`src/rtl/pipeline_hazard_ctrl.sv`:
```
// pipeline_hazard_ctrl: pipeline latch enable/flush sequencer with data-wait, redirect, load-use, fetch-miss and halt handling
module pipeline_hazard_ctrl #(
  parameter int CNT_W = 16
) (
  input  logic             CLK,
  input  logic             RST,
  input  logic             ihit,
  input  logic             dhit,
  input  logic             mem_dREN,
  input  logic             mem_dWEN,
  input  logic             mem_redirect,
  input  logic             ex_MemRead,
  input  logic [4:0]       ex_wsel,
  input  logic [4:0]       de_rs,
  input  logic [4:0]       de_rt,
  input  logic             wb_halt,
  output logic             pc_en,
  output logic             fl_en,
  output logic             fl_flush,
  output logic             dl_en,
  output logic             dl_flush,
  output logic             el_en,
  output logic             el_flush,
  output logic             ml_en,
  output logic             ml_flush,
  output logic             halted,
  output logic [CNT_W-1:0] stall_cnt,
  output logic [CNT_W-1:0] flush_cnt
);
  typedef enum logic [1:0] {RUN, DWAIT, HALTED} state_t;
  localparam logic [CNT_W-1:0] ONE     = 1;
  localparam logic [8:0]       C_REDIR = 9'b1_01_01_01_10;
  localparam logic [8:0]       C_LU    = 9'b0_00_01_10_10;
  localparam logic [8:0]       C_MISS  = 9'b0_01_10_10_10;
  localparam logic [8:0]       C_RUN   = 9'b1_10_10_10_10;
  state_t           r_state, w_next;
  logic             r_halted;
  logic [CNT_W-1:0] r_stall, r_flush;
  logic [8:0]       w_ctl;
  logic             w_dwait, w_lu, w_live, w_stall_inc, w_flush_inc;
  assign w_dwait = (mem_dREN | mem_dWEN) & ~dhit;
  assign w_lu = ex_MemRead & (ex_wsel != 5'd0) & ((ex_wsel == de_rs) | (ex_wsel == de_rt));
  assign w_live = ~RST & (r_state != HALTED);
  // Next state and prioritised latch controls; RUN and DWAIT share the same output rules.
  always_comb begin
    w_next = (wb_halt || r_state == HALTED) ? HALTED : (w_dwait ? DWAIT : RUN);
    w_ctl = 9'b0;
    if (!w_live || w_dwait) w_ctl = 9'b0;
    else if (mem_redirect) w_ctl = C_REDIR;
    else if (w_lu) w_ctl = C_LU;
    else if (!ihit) w_ctl = C_MISS;
    else w_ctl = C_RUN;
  end
  assign {pc_en, fl_en, fl_flush, dl_en, dl_flush, el_en, el_flush, ml_en, ml_flush} = w_ctl;
  assign w_stall_inc = (r_state != HALTED) & ~wb_halt & ~pc_en;
  assign w_flush_inc = (r_state != HALTED) & ~w_dwait & mem_redirect;
  // State, halted flag and saturating performance counters.
  always_ff @(posedge CLK or posedge RST) begin
    if (RST) begin
      r_state  <= RUN;
      r_halted <= 1'b0;
      r_stall  <= '0;
      r_flush  <= '0;
    end else begin
      r_state  <= w_next;
      r_halted <= (w_next == HALTED);
      if (w_stall_inc && r_stall != '1) r_stall <= r_stall + ONE;
      if (w_flush_inc && r_flush != '1) r_flush <= r_flush + ONE;
    end
  end
  assign halted    = r_halted;
  assign stall_cnt = r_stall;
  assign flush_cnt = r_flush;
endmodule

```
`config.mk`:
```
export PLATFORM = sky130hd
export DESIGN_NAME = pipeline_hazard_ctrl
export DESIGN_NICKNAME = d
export VERILOG_FILES = /design/src/rtl/pipeline_hazard_ctrl.sv
export SDC_FILE = /design/constraint.sdc
export NUM_CORES = 1
export LEC_CHECK = 0
export ABC_AREA = 1
export CAP_MARGIN = 40
export CORE_MARGIN = 2
export CORE_UTILIZATION = 40
export CTS_CLUSTER_SIZE = 10
export DETAILED_ROUTE_END_ITERATION = 6
export DONT_BUFFER_PORTS = 1
export PLACE_DENSITY = 0.54
export SETUP_SLACK_MARGIN = 0.3
export SYNTH_ARGS = -nofsm -noshare
export SYNTH_HDL_FRONTEND = slang
export SYNTH_SLANG_ARGS = --single-unit
```
`constraint.sdc`:
```
create_clock -name CLK -period 2.7 [get_ports CLK]
set_input_delay 0.54 -clock CLK [delete_from_list [all_inputs] [get_ports CLK]]
set_output_delay 0.54 -clock CLK [all_outputs]
set_load 0.02 [all_outputs]
```
==> After elaboration in Yosys (flattened, before gate mapping) <==
Cells that the tools add are included.
{ "totals": {"ff_bits": 35, "wordCells": 40, "input_bits": 24, "output_inout_bits": 42} }
{ "classes": {"muxes": 6, "n_reduce_logical": 6, "n_eq_ne": 7, "bitwise_logic": 15, "add_sub_neg": 2} }
{ "op_table": {"columns": ["operator", "n"], "rows": [
  ["9-bit two-way mux", 4],
  ["16-bit by 1-bit adder with 16-bit output (second input constant)", 2],
  ["16-bit inequality test (second input constant)", 2],
  ["5-bit == test", 2],
  ["1-bit bitwise AND", 8],
  ["1-bit NOT", 5],
  ["5-bit nonzero test", 1],
  ["2-bit == test (second input constant)", 2],
  ["1-bit logical AND", 2],
  ["1-bit logical OR", 2],
  ["2-bit two-way mux", 1],
  ["2-bit inequality test (second input constant)", 1],
  ["1-bit OR", 2],
  ["1-bit logical NOT", 1],
  ["1-bit two-way mux", 1]
]} }

==> Depth between registers and ports, before layout <==
Gate-level depths: netlist (run 1).
{ "logic_depth": {"word_depth": 9, "depth_mapped": 11, "ltp_nobuf": 11} }

==> Worst setup path before layout (run 1) <==
Ideal clock, no wire load.
{ "synth_path": {"path_type": "input-to-output", "from": "input RST", "to": "output dl_flush", "n_path_buf": 0, "path_slack_ns": -0.200, "stages": 5, "t_required_ns": 2.160, "arrival_ns": 2.360, "path_cell_list": "inv_1 -> nand3_2 -> nor2_2 -> inv_2 -> o21ai_0"} }
{ "synth_between": {"elab_chain_len": 5} }
{ "synth_lines": {"columns": ["element", "line_no", "text"], "rows": [
  ["start: declaration", "6", "input logic RST,"],
  ["1-bit NOT", "43", "assign w_live = ~RST & (r_state != HALTED);"],
  ["1-bit bitwise AND", "43", null],
  ["1-bit logical NOT", "48", "if (!w_live || w_dwait) w_ctl = 9'b0;"],
  ["1-bit logical OR", "48", null],
  ["9-bit two-way mux", "48", null],
  ["end: declaration", "21", "output logic dl_flush,"]
]} }
Every way passes these cells.

==> Final worst setup path (run 1) <==
{ "layout_path": {"from": "register r_state[1]", "to": "output dl_flush"} }
{ "layout_between": {"elab_chain_len": 5} }
{ "layout_lines": {"columns": ["element", "line_no", "text"], "rows": [
  ["start: declaration", "36", "state_t r_state, w_next;"],
  ["start signal: assignment", "65", "r_state <= w_next;"],
  ["2-bit inequality test", "43", null],
  ["1-bit bitwise AND", "43", null],
  ["1-bit logical NOT", "48", null],
  ["1-bit logical OR", "48", null],
  ["9-bit two-way mux", "48", null]
]} }
Every way passes these cells.

==> impl_metrics.yaml, run 1 <==
layout:
  fillers: 579
  syn_to_final_growth_pct: 9.35
  final_cells: 376
  diodes: 0
  nNetsFinal: 330
  drive_gt1_share_pct: 14.1
placement:
  place_ws_ns: 0.571
  hpwl_um: 3820
  globalplace.congestion: 0.823
  dp.cells: 369
  port_buffers: 0
clock_tree:
  cts_setup_buffers: 0
  cts_tree: "done"
  cts_hold_buf: 0
  cts.htree.levels: 2
  cts_sinks: 35
  numCtsBuffers: 5
  cts_root_buffer: "clkbuf_8"
  cts_buffer_depth: 2
  clkLatencyLatePin_ns: 0.28
  cts.clk_slew.worst_paths_ns: 0.07
  post_cts_resized: 0
logic_synthesis:
  async_reset_ff_share_pct: 100
  synth_fp_nets: 322
  synth_top_area_cell: "dfrtp_1"
  synth_area_um2: 2260
  syn_area_per_cell_um2: 7.64
  synth_ff_type: "dfrtp_1"
  synth_most_common_cell: "nand2_1"
  ys_types: 29
  ys_ff_latch: 35
  ys_top_cells_by_count: "nand2_1 (86), dfrtp_1 (35), inv_1 (35)"
  synthCells: 296
  ys_seq_area_share_pct: 38.7
  yosys_warnings: 0
  synth_edf_count: 0
  synth_area_leaders: "dfrtp_1 (39%), nand2_1 (14%), nand4_1 (8.3%), inv_1 (5.8%), xor2_1 (5.8%)"
  synth_top_area_share_pct: 38.7
sta:
  worst_slew_pin_slew_ns: 0.629
  slew_headroom_pct: 58.0
  setup_tns_ns: 0
  setup_viol: 0
  finalWorstSetupSlack_ns: 0.553
  holdWs_ns: 0.293
  fin_crit_sh_pct: 79.5
  final.min_clock_period_ns: 2.15
  final_max_slew_viol_count: 0
  grt_setup_unrepaired: "false"
  hold_viol: 0
  skew_ns: 0.00630
  clock.fmax_mhz: 466
detailed_routing:
  avgViaCountPerCell: 4.94
  detail-route-antenna-nets: 0
  num_vias: 1856
  highest_layer: "met4"
  wl_met3_um: 225
  drc_errors: 0
  wl_um: 5030
  wl_met1_um: 2180
  drt_iter0_drc: 144
  first_pass_iters: 4
  dr_wl_met2_um: 2580
  avgRoutedWirePerCell_um: 13.4
grt:
  grt_pass1_vias: 1873
  antenna_found_initial: 0
  grt_overflow: 0
  grt_start_max_net_pins: 36
  globalRouteTotalUtil_pct: 17.7
  grt_pass1_wl_um: 8870
floorplan:
  num_io_pins: 66
  initial_core_util_pct: 41.3
  core_um2: 5470
  die_w_um: 79.2
  die_area_um2: 6270
  rows: 27
  die_h_um: 79.2
min_path:
  hp-class: "in -> async"
critical_path:
  critical_path_peak_fanout: 9
  worst-endpoint-arrival_ns: 1.61
  crit_type: "reg -> out"
  start_kind: "register"
  crit_path_end_kind: "output pin"
  r2r_cells: 9
  required_ns: 2.16
outcome:
  status: "finished clean"
power:
  leakagePower_nw: 1.21
  powerDensity_nw_per_um2: 443
  peakVddDrop_v: 0.000350
run:
  cap_viol_max_count: 0
area by class of cell:
type / instances / area, µm² / area share, %
Clock buffer: 5 / 68.8 / 2.78
Clock inverter: 2 / 37.5 / 1.52
Inverter: 46 / 179 / 7.23
Multi-Input combinational cell: 210 / 1180 / 47.6
Sequential cell: 35 / 876 / 35.4
Tap cell: 72 / 90.1 / 3.64
Timing Repair Buffer: 6 / 45.0 / 1.82
metal layers:
| metal | GRT usage (%) | up-vias |
|---|---|---|
| met1 | 22.5 | 855 |
| li1 | - | 960 |
| met2 | 29.9 | 37 |
| met3 | 4.43 | 4 |
| met5 | 0 | - |
| met4 | 4.66 | 0 |
flip-flops by register name, summed over array words and instances (netlist names):
register,count
flush_cnt,16
stall_cnt,16
r_state,2
halted,1
power breakdown:
group	switching, mW	leakage (nW)	internal (mW)
Sequential	0.0376	0.464	0.537
Clock	0.186	0.0502	0.270
Combinational	0.0403	0.700	0.0263
metrics by stage:
| step | power (mW) | cell area (µm²) | utilization, % |
|---|---|---|---|
| after floorplan | 0.637 | 2280 | - |
| after global placement | 0.652 | 2370 | 43.3 |
| after detailed placement | 0.653 | 2370 | 43.3 |
| after CTS | 1.12 | 2470 | 45.2 |
| after global routing | 1.16 | 2470 | 45.2 |
| final | 1.10 | 2470 | 45.2 |
critical path, cell delays in order (launching register included):
cell,delay [ns]
dfrtp_1,0.40
nand2_1,0.13
nand3_4,0.13
nor2_4,0.24
inv_2,0.14
o21ai_0,0.11
buf_4,0.17
logic make-up (layout without fill, tap and decap cells):
family | Yosys count | after routing | synth area share (%)
flops | 35 | 35 | 38.7
simple gates | 177 | 177 | 38.7
other cells | 1 | 1 | 0.166
compound gates | 6 | 6 | 2.27
buf+inv | 51 | 59 | 9.79
fa+ha+maj | 2 | 2 | 1.11
xor+xnor | 24 | 24 | 9.29
layout by cell type, fill, tap and decap left out, types with 2 or more instances in the layout:
cell type,n
buf_4,6
clkbuf_8,5
clkinv_1,3
clkinvlp_4,2
dfrtp_1,35
ha_1,2
inv_1,33
inv_2,8
nand2_1,86
nand2_2,4
nand3_1,13
nand4_1,30
nand4_4,2
nor2_1,25
nor2_2,3
nor2_4,2
nor3_1,5
nor3_2,2
o21ai_0,3
xnor2_1,9
xor2_1,15
path summary, 6_finish.rpt:
path | from | to | slack [ns]
worst max-delay path | r_state[1] | dl_flush | 0.55
worst min-delay path | RST | flush_cnt[7] | 0.29
worst max register to register | stall_cnt[0] | stall_cnt[13] | 0.67
worst min register to register | flush_cnt[7] | flush_cnt[7] | 0.65
max in group asynchronous | RST | stall_cnt[11] | 2.09
min in group CLK | wb_halt | halted | 0.46
No activity file was read; power rests on OpenSTA's default activity.
==> run 2: changes to the inputs <==
- clock period: 2.7 -> 1.8 ns (I/O delays scaled with it)
==> impl_metrics.yaml, run 2 (synthesis results as in run 1) <==
critical_path:
  start_kind: "register"
  r2r_cells: 10
  r2r_start: "stall_cnt[0]"
  crit_path_end_kind: "output pin"
  worst-endpoint-arrival_ns: 1.35
  r2r_end: "stall_cnt[11]"
  required_ns: 1.44
  crit_type: "reg -> out"
  r2r_slack_ns: 0.18
  critical_path_peak_fanout: 6
sta:
  clock.fmax_mhz: 584
  worst_slew_pin_slew_ns: 0.504
  grt_setup_unrepaired: "true"
  fin_crit_sh_pct: 95.1
  slew_headroom_pct: 66.4
  final.min_clock_period_ns: 1.71
  hold_viol: 0
  setup_viol: 0
  final_max_slew_viol_count: 0
  skew_ns: 0.00869
  holdWs_ns: 0.111
clock_tree:
  cts.clk_slew.worst_paths_ns: 0.08
  cts_buffer_depth: 2
  cts_root_buffer: "clkbuf_8"
  cts_tree: "done"
  cts_sinks: 35
  numCtsBuffers: 5
  clkLatencyLatePin_ns: 0.29
  cts_hold_buf: 0
  cts.htree.levels: 2
layout:
  diodes: 0
  fillers: 478
  drive_gt1_share_pct: 40.2
  final_cell_mix: "nand2_1 (75), buf_4 (55), dfrtp_1 (34), inv_1 (31), nand4_1 (30)"
  nNetsFinal: 398
  layout_commonest_cell: "nand2_1"
  syn_to_final_growth_pct: 46.0
  stdcell_area_um2: 3300
grt:
  grt_pass1_vias: 2155
  grt_overflow: 0
  grt_start_max_net_pins: 36
  grt_pass1_wl_um: 10100
  antenna_found_initial: 0
  globalRouteTotalUtil_pct: 20.5
floorplan:
  die_h_um: 79.2
  initial_core_util_pct: 41.3
  rows: 27
  core_um2: 5470
  num_io_pins: 66
  die_area_um2: 6270
  die_w_um: 79.2
placement:
  hpwl_um: 4090
  globalplace.congestion: 0.798
  placed_area_um2: 2650
  port_buffers: 0
detailed_routing:
  avgRoutedWirePerCell_um: 14.1
  num_vias: 2236
  avgViaCountPerCell: 5.02
  first_pass_iters: 4
  detail-route-antenna-nets: 0
  wl_um: 6290
  drc_errors: 0
  drt_iter0_drc: 99
min_path:
  hp-class: "in -> async"
power:
  leakagePower_nw: 1.67
  peakVddDrop_v: 0.000411
  powerDensity_nw_per_um2: 543
run:
  cap_viol_max_count: 0
outcome:
  status: "finished clean"
## run 2: cell count changes in the layout (fill, tap and decap cells not counted), moves of 7 or more
cell and change:
nand2_2 +8, buf_6 +16, nand3_2 +7, nand2_1 -11, buf_4 +49, nand3_1 -7, nor2_1 -11
## run 2: layout make-up
cell class | instances | area, µm² | area share, %
well taps | 72 | 90.1 | 2.73
inverters | 46 | 186 | 5.65
clock inverters | 2 | 35.0 | 1.06
multi-input cells | 213 | 1440 | 43.5
flip-flops and latches | 35 | 877 | 26.6
clock buffers | 6 | 82.6 | 2.50
repair buffers | 71 | 593 | 18.0
## run 2: timing repair
item | CTS | global route
gates resized for setup | 39 | 33
endpoints found under the setup margin | 35 | 39
cloned | 3 | 0
pin swaps | 35 | 40
buffers inserted | 20 | 9
## run 2: critical path, stage by stage, from the launching register on
cell	delay (ns)
dfrtp_1	0.37
inv_2	0.06
nand2_2	0.07
nand3_4	0.13
nor2_4	0.06
buf_6	0.11
a21oi_4	0.18
inv_4	0.07
## run 2: routing by layer
layer	vias to the layer above	part of all wire, %	track usage, %
li1	1110	-	-
met4	0	1.5	6.90
met2	62	54	36.7
met5	-	0	0
met3	9	5.7	5.23
met1	1055	39	23.6
## run 2: per-stage QoR
step           TNS (ns)  std cells  utilization [%]  power [mW]  setup WS, ns
2_1_floorplan     -1.04        296                -       0.956        -0.244
6_report              0        445             60.3        1.79        0.0891
3_5_place_dp          0        405             48.3        1.01         0.120
5_1_grt               0        445             60.3        1.85        0.0111
3_3_place_gp          0        405             48.3        1.01         0.101
4_1_cts               0        436             56.8        1.78        0.0636
## run 2: worst max path at each step
stage,from,end,slack (ns),cells past startpoint
after floorplan,RST,pc_en,-0.24,6
after global placement,mem_dWEN,fl_en,0.10,5
after detailed placement,stall_cnt[1],stall_cnt[13],0.12,8
after CTS,r_state[0],pc_en,0.06,7
after global routing,r_state[0],pc_en,0.01,7
final,r_state[0],pc_en,0.09,7
## run 2: where the power goes
group | switching, mW | internal (mW)
Sequential | 0.0203 | 0.806
Clock | 0.314 | 0.449
Combinational | 0.120 | 0.0840
Total | 0.454 | 1.34
